File: src/rtl/seq_logger_pkg.sv
// Shared constants and types for the sequence event logger.
package seq_logger_pkg;

  localparam int unsigned TS_WIDTH_DEF  = 16;
  localparam int unsigned DEPTH_DEF     = 4;
  localparam int unsigned CNT_WIDTH_DEF = 8;

  typedef logic [TS_WIDTH_DEF-1:0] ts_t;

endpackage

File: src/rtl/seq_event_fifo.sv
// Show-ahead FIFO with a registered head entry, valid and full flags.
module seq_event_fifo
  import seq_logger_pkg::*;
#(
  parameter int unsigned WIDTH = TS_WIDTH_DEF,
  parameter int unsigned DEPTH = DEPTH_DEF
) (
  input  logic             clock,
  input  logic             reset,
  input  logic             i_push,
  input  logic [WIDTH-1:0] i_data,
  input  logic             i_pop,
  output logic             o_valid,
  output logic [WIDTH-1:0] o_data,
  output logic             o_full
);

  localparam int unsigned AW = (DEPTH > 1) ? $clog2(DEPTH) : 1;
  localparam int unsigned CW = $clog2(DEPTH + 1);

  logic [WIDTH-1:0] r_mem [DEPTH];
  logic [AW-1:0]    r_wr;
  logic [AW-1:0]    r_rd;
  logic [CW-1:0]    r_count;
  logic             r_valid;
  logic             r_full;
  logic [WIDTH-1:0] r_data;

  logic             w_pop;
  logic             w_push;
  logic [CW-1:0]    w_remain;
  logic [CW-1:0]    w_count_nxt;
  logic [AW-1:0]    w_rd_nxt;
  logic [WIDTH-1:0] w_head_nxt;

  // A push while full is only accepted if the head leaves in the same cycle.
  always_comb begin
    w_pop       = i_pop & r_valid;
    w_push      = i_push & (~r_full | w_pop);
    w_remain    = r_count - CW'(w_pop);
    w_count_nxt = w_remain + CW'(w_push);
    w_rd_nxt    = r_rd + AW'(w_pop);
    w_head_nxt  = (w_remain == '0) ? i_data : r_mem[w_rd_nxt];
  end

  always_ff @(posedge clock) begin
    if (w_push) r_mem[r_wr] <= i_data;
  end

  always_ff @(posedge clock or negedge reset) begin
    if (!reset) begin
      r_wr    <= '0;
      r_rd    <= '0;
      r_count <= '0;
      r_valid <= 1'b0;
      r_full  <= 1'b0;
      r_data  <= '0;
    end else begin
      r_wr    <= r_wr + AW'(w_push);
      r_rd    <= w_rd_nxt;
      r_count <= w_count_nxt;
      r_valid <= (w_count_nxt != '0);
      r_full  <= (w_count_nxt == CW'(DEPTH));
      if (w_count_nxt != '0) r_data <= w_head_nxt;
    end
  end

  assign o_valid = r_valid;
  assign o_data  = r_data;
  assign o_full  = r_full;

endmodule

File: src/rtl/seq_event_logger.sv
// Timestamps rising edges of sequence_found into a FIFO; keeps a saturating
// detection count and a sticky drop flag.
module seq_event_logger
  import seq_logger_pkg::*;
#(
  parameter int unsigned TS_WIDTH  = TS_WIDTH_DEF,
  parameter int unsigned DEPTH     = DEPTH_DEF,
  parameter int unsigned CNT_WIDTH = CNT_WIDTH_DEF
) (
  input  logic                 clock,
  input  logic                 reset,
  input  logic                 sequence_found,
  input  logic                 clear,
  input  logic                 evt_ready,
  output logic                 evt_valid,
  output logic [TS_WIDTH-1:0]  evt_timestamp,
  output logic [CNT_WIDTH-1:0] det_count,
  output logic                 overflow
);

  localparam logic [CNT_WIDTH-1:0] CNT_MAX = '1;

  logic                 r_prev_found;
  logic [TS_WIDTH-1:0]  r_ts;
  logic [CNT_WIDTH-1:0] r_det_count;
  logic                 r_overflow;

  logic                 w_hit;
  logic                 w_pop;
  logic                 w_full;
  logic                 w_drop;
  logic [CNT_WIDTH-1:0] w_cnt_nxt;
  logic                 w_ovf_nxt;

  seq_event_fifo #(
    .WIDTH (TS_WIDTH),
    .DEPTH (DEPTH)
  ) u_fifo (
    .clock   (clock),
    .reset   (reset),
    .i_push  (w_hit),
    .i_data  (r_ts),
    .i_pop   (evt_ready),
    .o_valid (evt_valid),
    .o_data  (evt_timestamp),
    .o_full  (w_full)
  );

  // Counter and flag updates; clear takes priority but still counts a same-cycle hit.
  always_comb begin
    w_hit     = sequence_found & ~r_prev_found;
    w_pop     = evt_valid & evt_ready;
    w_drop    = w_hit & w_full & ~w_pop;
    w_cnt_nxt = r_det_count;
    w_ovf_nxt = r_overflow | w_drop;
    if (clear) begin
      w_cnt_nxt = CNT_WIDTH'(w_hit);
      w_ovf_nxt = w_drop;
    end else if (w_hit && (r_det_count != CNT_MAX)) begin
      w_cnt_nxt = r_det_count + CNT_WIDTH'(1);
    end
  end

  always_ff @(posedge clock or negedge reset) begin
    if (!reset) begin
      r_prev_found <= 1'b0;
      r_ts         <= '0;
      r_det_count  <= '0;
      r_overflow   <= 1'b0;
    end else begin
      r_prev_found <= sequence_found;
      r_ts         <= r_ts + TS_WIDTH'(1);
      r_det_count  <= w_cnt_nxt;
      r_overflow   <= w_ovf_nxt;
    end
  end

  assign det_count = r_det_count;
  assign overflow  = r_overflow;

endmodule

File: config.mk
export PLATFORM = sky130hd
export DESIGN_NAME = seq_event_logger
export DESIGN_NICKNAME = d
export VERILOG_FILES = /design/src/rtl/seq_logger_pkg.sv /design/src/rtl/seq_event_fifo.sv /design/src/rtl/seq_event_logger.sv
export SDC_FILE = /design/constraint.sdc
export NUM_CORES = 1
export LEC_CHECK = 0
export BUFFER_PORTS_ARGS = -buffer_cell sky130_fd_sc_hd__buf_2
export CAP_MARGIN = 20
export CORE_MARGIN = 8
export CORE_UTILIZATION = 60
export DETAILED_ROUTE_END_ITERATION = 10
export PLACE_DENSITY_LB_ADDON = 0.15
export SLEW_MARGIN = 0
export SYNTH_ARGS = -nofsm -noshare
export SYNTH_HDL_FRONTEND = slang
export SYNTH_SLANG_ARGS = --single-unit
File: constraint.sdc
create_clock -name clock -period 3.4 [get_ports clock]
set_input_delay 0 -clock clock [delete_from_list [all_inputs] [get_ports clock]]
set_output_delay 0 -clock clock [all_outputs]
set_load 0.02 [all_outputs]
==> results of run 1 <==
[through the flow]
| stage | instances | utilization, % |
|---|---|---|
| after floorplan | 316 | - |
| after global placement | 443 | 64.5 |
| after detailed placement | 443 | 64.5 |
| after CTS | 479 | 72.4 |
| after global routing | 480 | 72.8 |
| final | 480 | 72.8 |
[power by group]
| part | leakage (nW) | switching, mW | internal, mW | total [mW] |
|---|---|---|---|---|
| sequential | 1.25 | 0.110 | 1.71 | 1.82 |
| combinational | 0.741 | 0.852 | 0.666 | 1.52 |
| clock | 0.275 | 0.584 | 1.06 | 1.65 |
[routing by layer]
| metal | track usage, % | routed length, um |
|---|---|---|
| met2 | 27.7 | 4340 |
| met3 | 6.38 | 530 |
| met5 | 0 | 0 |
| met1 | 21.1 | 3750 |
| met4 | 7.03 | 118 |
[state kept, by name, summed over array words and instances, names as in the netlist]
| signal | flops |
|---|---|
| u_fifo.r_mem | 64 |
| u_fifo.o_full | 1 |
| u_fifo.o_data | 16 |
| r_ts | 16 |
| det_count | 8 |
| u_fifo.r_count | 3 |
| u_fifo.r_wr | 2 |
| u_fifo.r_rd | 2 |
| u_fifo.o_valid | 1 |
| overflow | 1 |
| r_prev_found | 1 |
[layout make-up]
cell class | instances | area (sq um)
clock buffers | 23 | 488
clock inverters | 9 | 77.6
fillers | 490 | 2080
inverters | 11 | 41.3
multi-input cells | 179 | 1370
flip-flops and latches | 115 | 3200
well taps | 102 | 128
repair buffers | 41 | 263
[layout by cell type, fill, tap and decap left out, drive strengths merged, types with 5 or more instances in the layout]
master  count
xnor2      11
clkbuf     23
buf        37
edfxtp     64
nand3       7
nor2       26
ha          7
dfrtp      51
nor3        6
mux4       16
inv        11
a31oi      19
nand2      46
xor2        6
clkinv      5
[worst max path at each step]
stage | to | from | depth (start not counted) | slack (ns)
floorplan | u_fifo.o_data[5] | u_fifo.o_valid | 10 | 0.86
global placement | u_fifo.o_data[6] | r_prev_found | 9 | 0.49
detailed placement | u_fifo.o_data[5] | r_prev_found | 9 | 0.40
CTS | u_fifo.o_data[11] | r_prev_found | 9 | 0.33
global route | u_fifo.o_data[0] | u_fifo.o_valid | 9 | 0.35
finish | u_fifo.o_data[11] | r_prev_found | 10 | 0.59
[logic make-up after synthesis]
| family | count (synthesis) | share of synthesized area [%] |
|---|---|---|
| flops | 115 | 68.2 |
| xor+xnor | 18 | 3.84 |
| compound gates | 28 | 4.14 |
| buf+inv | 22 | 2.75 |
| simple gates | 107 | 10.9 |
| fa+ha+maj | 7 | 1.87 |
| mux | 19 | 8.32 |
[worst reg2reg max path, stage by stage, from the launching register on]
cell	delay (ns)
dfrtp_1	0.37
nor2b_1	0.29
nand2_1	0.18
inv_1	0.16
ha_1	0.17
ha_1	0.14
xor3_1	0.43
or3_1	0.53
buf_16	0.25
nor2_1	0.13
a31oi_1	0.05
[timing repair]
| item | 4_1_cts | 5_1_grt |
|---|---|---|
| hold endpoints to repair | 61 | 0 |
| gates resized for setup | 0 | 0 |
| hold buffers | 4 | 0 |
==> run_results.csv, run 1 <==
group,metric,value,unit
global_routing,grt_pass1_vias,2886,
die,dieHeight,104,um
logic_synthesis,post-synth-top-area-fraction,41.0,%
logic_synthesis,yosysWarnings,0,
critical_path,crit_path_start_kind,"flip-flop",
pwr,ir_drop,0.000388,V
logic_synthesis,synth_edf_count,64,
route,drt_iter0_drc,158,
status,status,"finished, final reports clean",
finish,final_nets,377,
logic_synthesis,synth.area.top_cells,"edfxtp_1 41%, dfrtp_1 27%, mux4_2 7.7%",
finish,area_delta_synth_final,18.7,%
die,start_util,61.3,%
clock_tree,cts-root-buf,"clkbuf_8",
sta,hold_viol_final,0,
hold_path,hp-class,"in2async",
sta,fin_crit_sh,82.6,%
placed_design,port_buffers,30,
pwr,p_per_area,896,nW/um^2
pwr,p_total,4.99,mW
critical_path,critPathMostFrequentCell,"ha_1",
global_routing,grt_start_max_net_pins,52,
logic_synthesis,syn-cell-area,4690,sq um
route,routed_wl,8.74,mm
critical_path,critPathMaxFanout,24,
route,dr.pass1.iters,5,
clock_tree,clkSinkCount,115,
finish,antenna_cells,0,
finish,final_area,5570,sq um
sta,hold_slack,0.131,ns
logic_synthesis,yosysTopAreaCell,"edfxtp_1",
placed_design,dpl_cell_area,4930,sq um
die,rows,32,
sta,rsz0062_at_grt,"false",
critical_path,critPathRequiredTime,3.78,ns
logic_synthesis,synthTopCellsByCount,"64 x edfxtp_1, 51 x dfrtp_1, 46 x nand2_1",
placed_design,place_ws,0.399,ns
placed_design,gp_congestion,0.813,
finish,drive_above_1_share,24.6,%
clock_tree,clock_latency,0.51,ns
critical_path,crit_type,"reg2reg",
logic_synthesis,syn_nets,328,
critical_path,reg2reg_slack,0.59,ns
route,via_per_inst,5.65,
critical_path,path_cells,"nor2b_1 -> nand2_1 -> inv_1 -> ha_1 -> ha_1 -> xor3_1 -> or3_1 -> buf_16 -> nor2_1 -> a31oi_1",
die,dieArea,10900,sq um
route,wl_per_cell,18.2,um
critical_path,cp.arrival,3.19,ns
critical_path,crit_buf_inv,2,
flow_run,drv_cap,0,
global_routing,grt_overflow,0,
critical_path,crit_slowest_cell,"or3_1",
placed_design,place_hpwl,5.26,mm
critical_path,max_stage_delay,0.53,ns
sta,setup_viol,0,
critical_path,crit_family,"simple AND/OR/NAND/NOR gates",
clock_tree,clkTransAtPathRegs,0.06,ns
route,via_count,2714,
die,pin_count,31,
logic_synthesis,avgSynthCellArea,14.8,sq um
sta,setup_tns,0,ns
critical_path,timing.rr.start,"r_prev_found",
critical_path,cp-end-kind,"flip-flop",
die,coreArea,7650,sq um
global_routing,grt_usage,17.4,%
pwr,p_leak,2.26,nW
sta,fin_skew,0.00804,ns
logic_synthesis,yosysMostFrequentCell,"edfxtp_1",
logic_synthesis,ys.flop_type,"edfxtp_1",
logic_synthesis,synthCells,316,
sta,worst_pin_slew,0.970,ns
critical_path,reg2reg_to,"u_fifo.o_data[11]",
sta,max_slew_margin,34.9,%
clock_tree,cts_setup_buffers,0,
sta,fin_crit,2.81,ns
critical_path,r2r_cells,10,
route,drcViolationCount,0,
global_routing,grt_pass1_wl,14.8,mm
route,drt.antenna.violating_nets,0,
global_routing,grt_antenna_before_repair,0,
sta,max_freq,0.356,GHz
die,die_x,104,um
clock_tree,cts_tree,"yes",
clock_tree,clockBufferDepth,2,
clock_tree,cts_buffers,17,
clock_tree,h-tree-depth,4,
sta,slew_viol_final,0,
sta,fin_ws,0.590,ns
logic_synthesis,yosysSeqAreaShare,68.2,%
logic_synthesis,ys_ff_latch,115,
logic_synthesis,synth_cell_types,41,
logic_synthesis,async_flop_share,44.3,%
Power figures use the tool's default switching activity.
==> inputs of run 2 (changes only) <==
==> constraint.sdc (replaced) <==
create_clock -name clock -period 2.61 [get_ports clock]
set_input_delay 0 -clock clock [delete_from_list [all_inputs] [get_ports clock]]
set_output_delay 0 -clock clock [all_outputs]
set_load 0.02 [all_outputs]
==> run 2 against run 1 <==
- wire length grew 0.81%
- first-iteration DRC count shrank 14%
- non-clock buffer count grew 5
- global-route usage shrank 0.36 points
- clock skew grew 0.0020 ns
- maximum frequency grew 19%
- critical path depth shrank 1
- power grew 32%
==> run_results.csv, run 2 (synthesized netlist as in run 1, its figures left out) <==
group,metric,value,unit
critical_path,crit_path_start_kind,"flip-flop",
finish,antenna_cells,0,
global_routing,grt_antenna_before_repair,0,
die,die_x,104,um
global_routing,grt_start_max_net_pins,29,
die,pin_count,31,
critical_path,cp.arrival,2.74,ns
clock_tree,clockBufferDepth,2,
status,status,"finished, final reports clean",
sta,rsz0062_at_grt,"false",
finish,final_common_cell,"edfxtp_1",
die,start_util,61.3,%
clock_tree,cts_buffers,17,
finish,drive_above_1_share,26.4,%
route,drcViolationCount,0,
sta,hold_slack,0.0163,ns
critical_path,crit_family,"simple AND/OR/NAND/NOR gates",
clock_tree,cts_tree,"yes",
placed_design,port_buffers,30,
sta,max_freq,0.423,GHz
global_routing,grt_pass1_vias,2848,
critical_path,critPathMostFrequentCell,"ha_1",
clock_tree,cts_setup_buffers,0,
critical_path,crit_slowest_cell,"dfrtp_1",
die,coreArea,7650,sq um
sta,fin_skew,0.0100,ns
placed_design,gp_congestion,0.809,
route,drt_iter0_drc,136,
sta,setup_viol,0,
clock_tree,h-tree-depth,4,
pwr,p_leak,2.28,nW
die,dieHeight,104,um
finish,final_cell_mix,"64 x edfxtp_1, 51 x dfrtp_1, 45 x nand2_1",
finish,area_delta_synth_final,19.6,%
critical_path,max_stage_delay,0.42,ns
placed_design,place_ws,0.0474,ns
route,wl_per_cell,18.2,um
route,drt.antenna.violating_nets,0,
sta,slew_viol_final,0,
sta,fin_crit_sh,90.6,%
route,routed_wl,8.81,mm
route,via_per_inst,5.68,
global_routing,grt_pass1_wl,14.4,mm
global_routing,grt_overflow,0,
critical_path,crit_type,"reg2reg",
critical_path,path_cells,"and3b_4 -> or2_2 -> ha_1 -> ha_1 -> xor3_1 -> or3_4 -> buf_6 -> nor2_1 -> a31oi_2",
sta,hold_viol_final,0,
sta,fin_crit,2.36,ns
global_routing,grt-busiest-layer,"met2",
pwr,p_per_area,1170,nW/um^2
route,via_count,2755,
sta,fin_ws,0.246,ns
die,rows,32,
hold_path,hp-class,"in2async",
global_routing,grtUsageMet3,6.01,%
global_routing,grt_usage,17.1,%
clock_tree,cts-root-buf,"clkbuf_8",
clock_tree,clkSinkCount,115,
critical_path,cp-end-kind,"flip-flop",
clock_tree,clock_latency,0.50,ns
global_routing,grtUsageMet1,20.2,%
placed_design,place_hpwl,5.40,mm
finish,top_register,"u_fifo.r_mem",
critical_path,critPathMaxFanout,17,
route,dr.pass1.iters,5,
sta,worst_pin_slew,0.560,ns
critical_path,critPathRequiredTime,2.98,ns
critical_path,crit_buf_inv,1,
sta,setup_tns,0,ns
clock_tree,clkTransAtPathRegs,0.06,ns
finish,largest_reg_flops,64,
finish,final_nets,382,
sta,max_slew_margin,62.7,%
flow_run,drv_cap,0,
die,dieArea,10900,sq um
pwr,ir_drop,0.000593,V
global_routing,grt_use_met2,28.0,%
## run 2: cell types whose count changed in the layout (fill, tap and decap cells not counted), sizes merged
cell / change
bufinv: +1
buf: +5
clkbuf: -1
## run 2: path summary, 6_finish.rpt
path	startpoint	to	slack (ns)	cells after the start
min in group clock	sequence_found	r_prev_found	0.17	2
worst max register to register	u_fifo.o_valid	u_fifo.o_data[6]	0.25	9
max in group asynchronous	reset	u_fifo.o_data[6]	1.80	3
worst min register to register	overflow	overflow	0.53	2
worst max-delay path	u_fifo.o_valid	u_fifo.o_data[6]	0.25	9
worst min-delay path	reset	u_fifo.o_data[10]	0.02	2
## run 2: metal layers
metal  vias to the layer above  share of wire [%]
met4                         0               0.76
met1                      1394                 43
met3                         9                5.5
li1                       1271                  -
met2                        81                 51
met5                         -                  0
## run 2: worst register-to-register path: cells and delay by family (launching register included)
kind,cells,cell delay [ns]
flops,1,0.42
compound gates,1,0.04
fa+ha+maj,2,0.37
xor+xnor,1,0.22
buf+inv,1,0.17
simple gates,4,1.00
## run 2: final cells by class
type	instances	area, sq um
well taps	102	128
fillers	479	2040
inverters	11	41.3
multi-input cells	179	1380
clock inverters	10	106
clock buffers	22	463
flip-flops and latches	115	3200
repair buffers	46	288
## run 2: what timing repair did
action / 4_1_cts / 5_1_grt
endpoints found under the setup margin: 10 / 16
pin swaps: 0 / 1
resized for setup: 1 / 6
endpoints found under the hold margin: 33 / 0
hold buffers: 4 / 0
## run 2: stage by stage
stage	cells	utilization (%)	instance area, sq um	total power [mW]
6_report	485	73.3	5610	6.57
3_5_place_dp	449	65.1	4980	4.38
4_1_cts	485	73.1	5590	6.59
5_1_grt	485	73.3	5610	6.87
3_3_place_gp	449	65.1	4980	4.32
2_1_floorplan	316	-	4690	3.94
## run 2: where the power goes
group,internal (mW),switching [mW],leakage [nW]
sequential,2.23,0.150,1.25
clock,1.42,0.751,0.274
combinational,0.901,1.11,0.759
==> inputs of run 3 (changes only) <==
--- a/config.mk
+++ b/config.mk
@@ -7,6 +7,7 @@
 export LEC_CHECK = 0
 export BUFFER_PORTS_ARGS = -buffer_cell sky130_fd_sc_hd__buf_2
 export CAP_MARGIN = 20
+export CORE_ASPECT_RATIO = 1.1
 export CORE_MARGIN = 8
 export CORE_UTILIZATION = 60
 export DETAILED_ROUTE_END_ITERATION = 10
==> run 3 against run 2 <==
- wire length rose by 5.2%
- die area about the same
- power rose by 6.1%
- utilization is 0.54 points higher
- sequential power barely moved
- clock skew shrank 0.0029 ns
- non-clock buffer count increased by 1
- final cell count grew 1.4%
- clock power increased by 18%
- register-to-register slack got worse by 0.14 ns
- clock-buffer cell count decreased by 3
- critical path type unchanged
- largest cell class unchanged
==> run_results.csv, run 3 (synthesized netlist as in run 1, its figures left out) <==
group,metric,value,unit
critical_path,cp.arrival,2.88,ns
critical_path,crit_path_start_kind,"flip-flop",
clock_tree,h-tree-depth,4,
route,routed_wl,9.27,mm
pwr,pwr-share-comb,29.3,%
critical_path,cp-end-kind,"flip-flop",
status,status,"finished, final reports clean",
pwr,p_total,6.97,mW
die,start_util,60.6,%
critical_path,crit_type,"reg2reg",
pwr,p_sw,2.07,mW
pwr,ir_drop,0.000688,V
critical_path,critPathMaxFanout,33,
sta,slew_viol_final,0,
clock_tree,clkTransAtPathRegs,0.06,ns
finish,final_nets,383,
sta,fin_skew,0.00710,ns
finish,stdcell_count,492,
clock_tree,clockBufferDepth,2,
sta,hold_viol_final,0,
sta,setup_viol,0,
die,dieArea,10900,sq um
sta,fin_crit_sh,95.9,%
pwr,seqPwrFrac,34.1,%
finish,largest_reg_flops,64,
clock_tree,cts_buffers,17,
die,rows,34,
finish,final_common_cell,"edfxtp_1",
finish,top_register,"u_fifo.r_mem",
critical_path,max_stage_delay,0.40,ns
critical_path,critPathRequiredTime,2.99,ns
pwr,swShare,29.7,%
placed_design,dpl.cell_count,456,
critical_path,critPathMostFrequentCell,"ha_1",
pwr,p_per_area,1220,nW/um^2
clock_tree,clkSinkCount,115,
critical_path,crit_slowest_cell,"dfrtp_1",
die,pin_count,31,
global_routing,grt_overflow,0,
finish,drive_above_1_share,26.3,%
placed_design,place_hpwl,5.42,mm
route,dr.pass1.iters,5,
route,drt_iter0_drc,221,
sta,setup_tns,0,ns
sta,worst_pin_slew,0.787,ns
die,die_x,100,um
die,dieHeight,109,um
hold_path,hp-class,"in2async",
clock_tree,clock_latency,0.50,ns
pwr,internal_power,4.90,mW
route,wl_per_cell,18.8,um
sta,max_slew_margin,47.6,%
placed_design,port_buffers,30,
critical_path,path_cells,"and3b_4 -> or2_2 -> ha_1 -> ha_1 -> xor3_1 -> or3_4 -> buf_12 -> nor2_1 -> a31oi_2",
sta,fin_crit,2.50,ns
global_routing,grt_start_max_net_pins,34,
route,drt.antenna.violating_nets,0,
flow_run,drv_cap,0,
pwr,clockPowerShare,36.6,%
global_routing,grt_usage,18.9,%
route,via_per_inst,5.75,
finish,area_delta_synth_final,21.9,%
critical_path,crit_buf_inv,1,
global_routing,grt_pass1_wl,15.4,mm
finish,antenna_cells,0,
finish,postLayoutCoreUtil,73.9,%
clock_tree,cts_setup_buffers,0,
pwr,p_leak,2.33,nW
die,coreArea,7740,sq um
sta,rsz0062_at_grt,"false",
placed_design,gp_congestion,0.762,
route,drcViolationCount,0,
global_routing,grt_antenna_before_repair,0,
finish,final_cell_mix,"64 x edfxtp_1, 51 x dfrtp_1, 46 x nand2_1",
clock_tree,cts-root-buf,"clkbuf_8",
sta,max_freq,0.400,GHz
critical_path,crit_family,"simple AND/OR/NAND/NOR gates",
route,via_count,2830,
global_routing,grt_pass1_vias,2936,
critical_path,reg2reg_slack,0.11,ns
clock_tree,cts_tree,"yes",
[run 3: cell types whose count changed in the layout (fill, tap and decap cells not counted), sizes merged]
cell / change
clkbuf: -3
clkinvlp: -2
bufinv: +4
buf: +1
clkinv: +1
[run 3: power groups by stage]
stage	logic, mW	registers, mW	clock network [mW]
after floorplan	1.39	2.54	0
after global placement	1.98	2.39	0
after detailed placement	2.04	2.40	0
after CTS	2.06	2.37	2.58
after global routing	2.24	2.41	2.65
final	2.04	2.37	2.55
[run 3: metal layers]
metal / GRT usage (%) / vias to the layer above / routed length [um]
met3: 5.11 / 8 / 515
met5: 0 / - / 0
li1: - / 1276 / -
met1: 23.9 / 1457 / 4010
met4: 7.03 / 0 / 83
met2: 30.9 / 89 / 4660
[run 3: final cells by class]
| cell class | instances | area [sq um] |
|---|---|---|
| clock inverters | 13 | 231 |
| well taps | 108 | 135 |
| multi-input cells | 179 | 1380 |
| clock buffers | 19 | 432 |
| repair buffers | 47 | 300 |
| flip-flops and latches | 115 | 3200 |
| fillers | 517 | 2020 |
| inverters | 11 | 41.3 |
[run 3: timing repair]
item | CTS | global route
hold endpoints to repair | 42 | 0
hold buffers | 4 | 0
resized for setup | 0 | 2
endpoints found under the setup margin | 0 | 6
[run 3: per-stage QoR]
step	worst slack [ns]	hold WS, ns	area, sq um
floorplan	0.0681	-0.296	4690
global placement	0.166	0.100	5010
detailed placement	0.0924	0.115	5010
CTS	0.0525	0.118	5710
global route	0.00517	0.168	5720
finish	0.108	0.111	5720
[run 3: worst paths after layout]
check	from	to	cells past startpoint
worst min register to register	u_fifo.o_full	overflow	2
min in group clock	sequence_found	r_prev_found	2
max in group asynchronous	reset	r_ts[0]	3
worst max-delay path	u_fifo.o_valid	u_fifo.o_data[5]	9
worst max register to register	u_fifo.o_valid	u_fifo.o_data[5]	9
worst min-delay path	reset	u_fifo.o_data[9]	2
[run 3: worst register-to-register path, cell delays in order, from the launching register on]
cell,delay [ns]
dfrtp_1,0.40
and3b_4,0.22
or2_2,0.30
ha_1,0.18
ha_1,0.18
xor3_1,0.39
or3_4,0.36
buf_12,0.18
nor2_1,0.13
a31oi_2,0.05
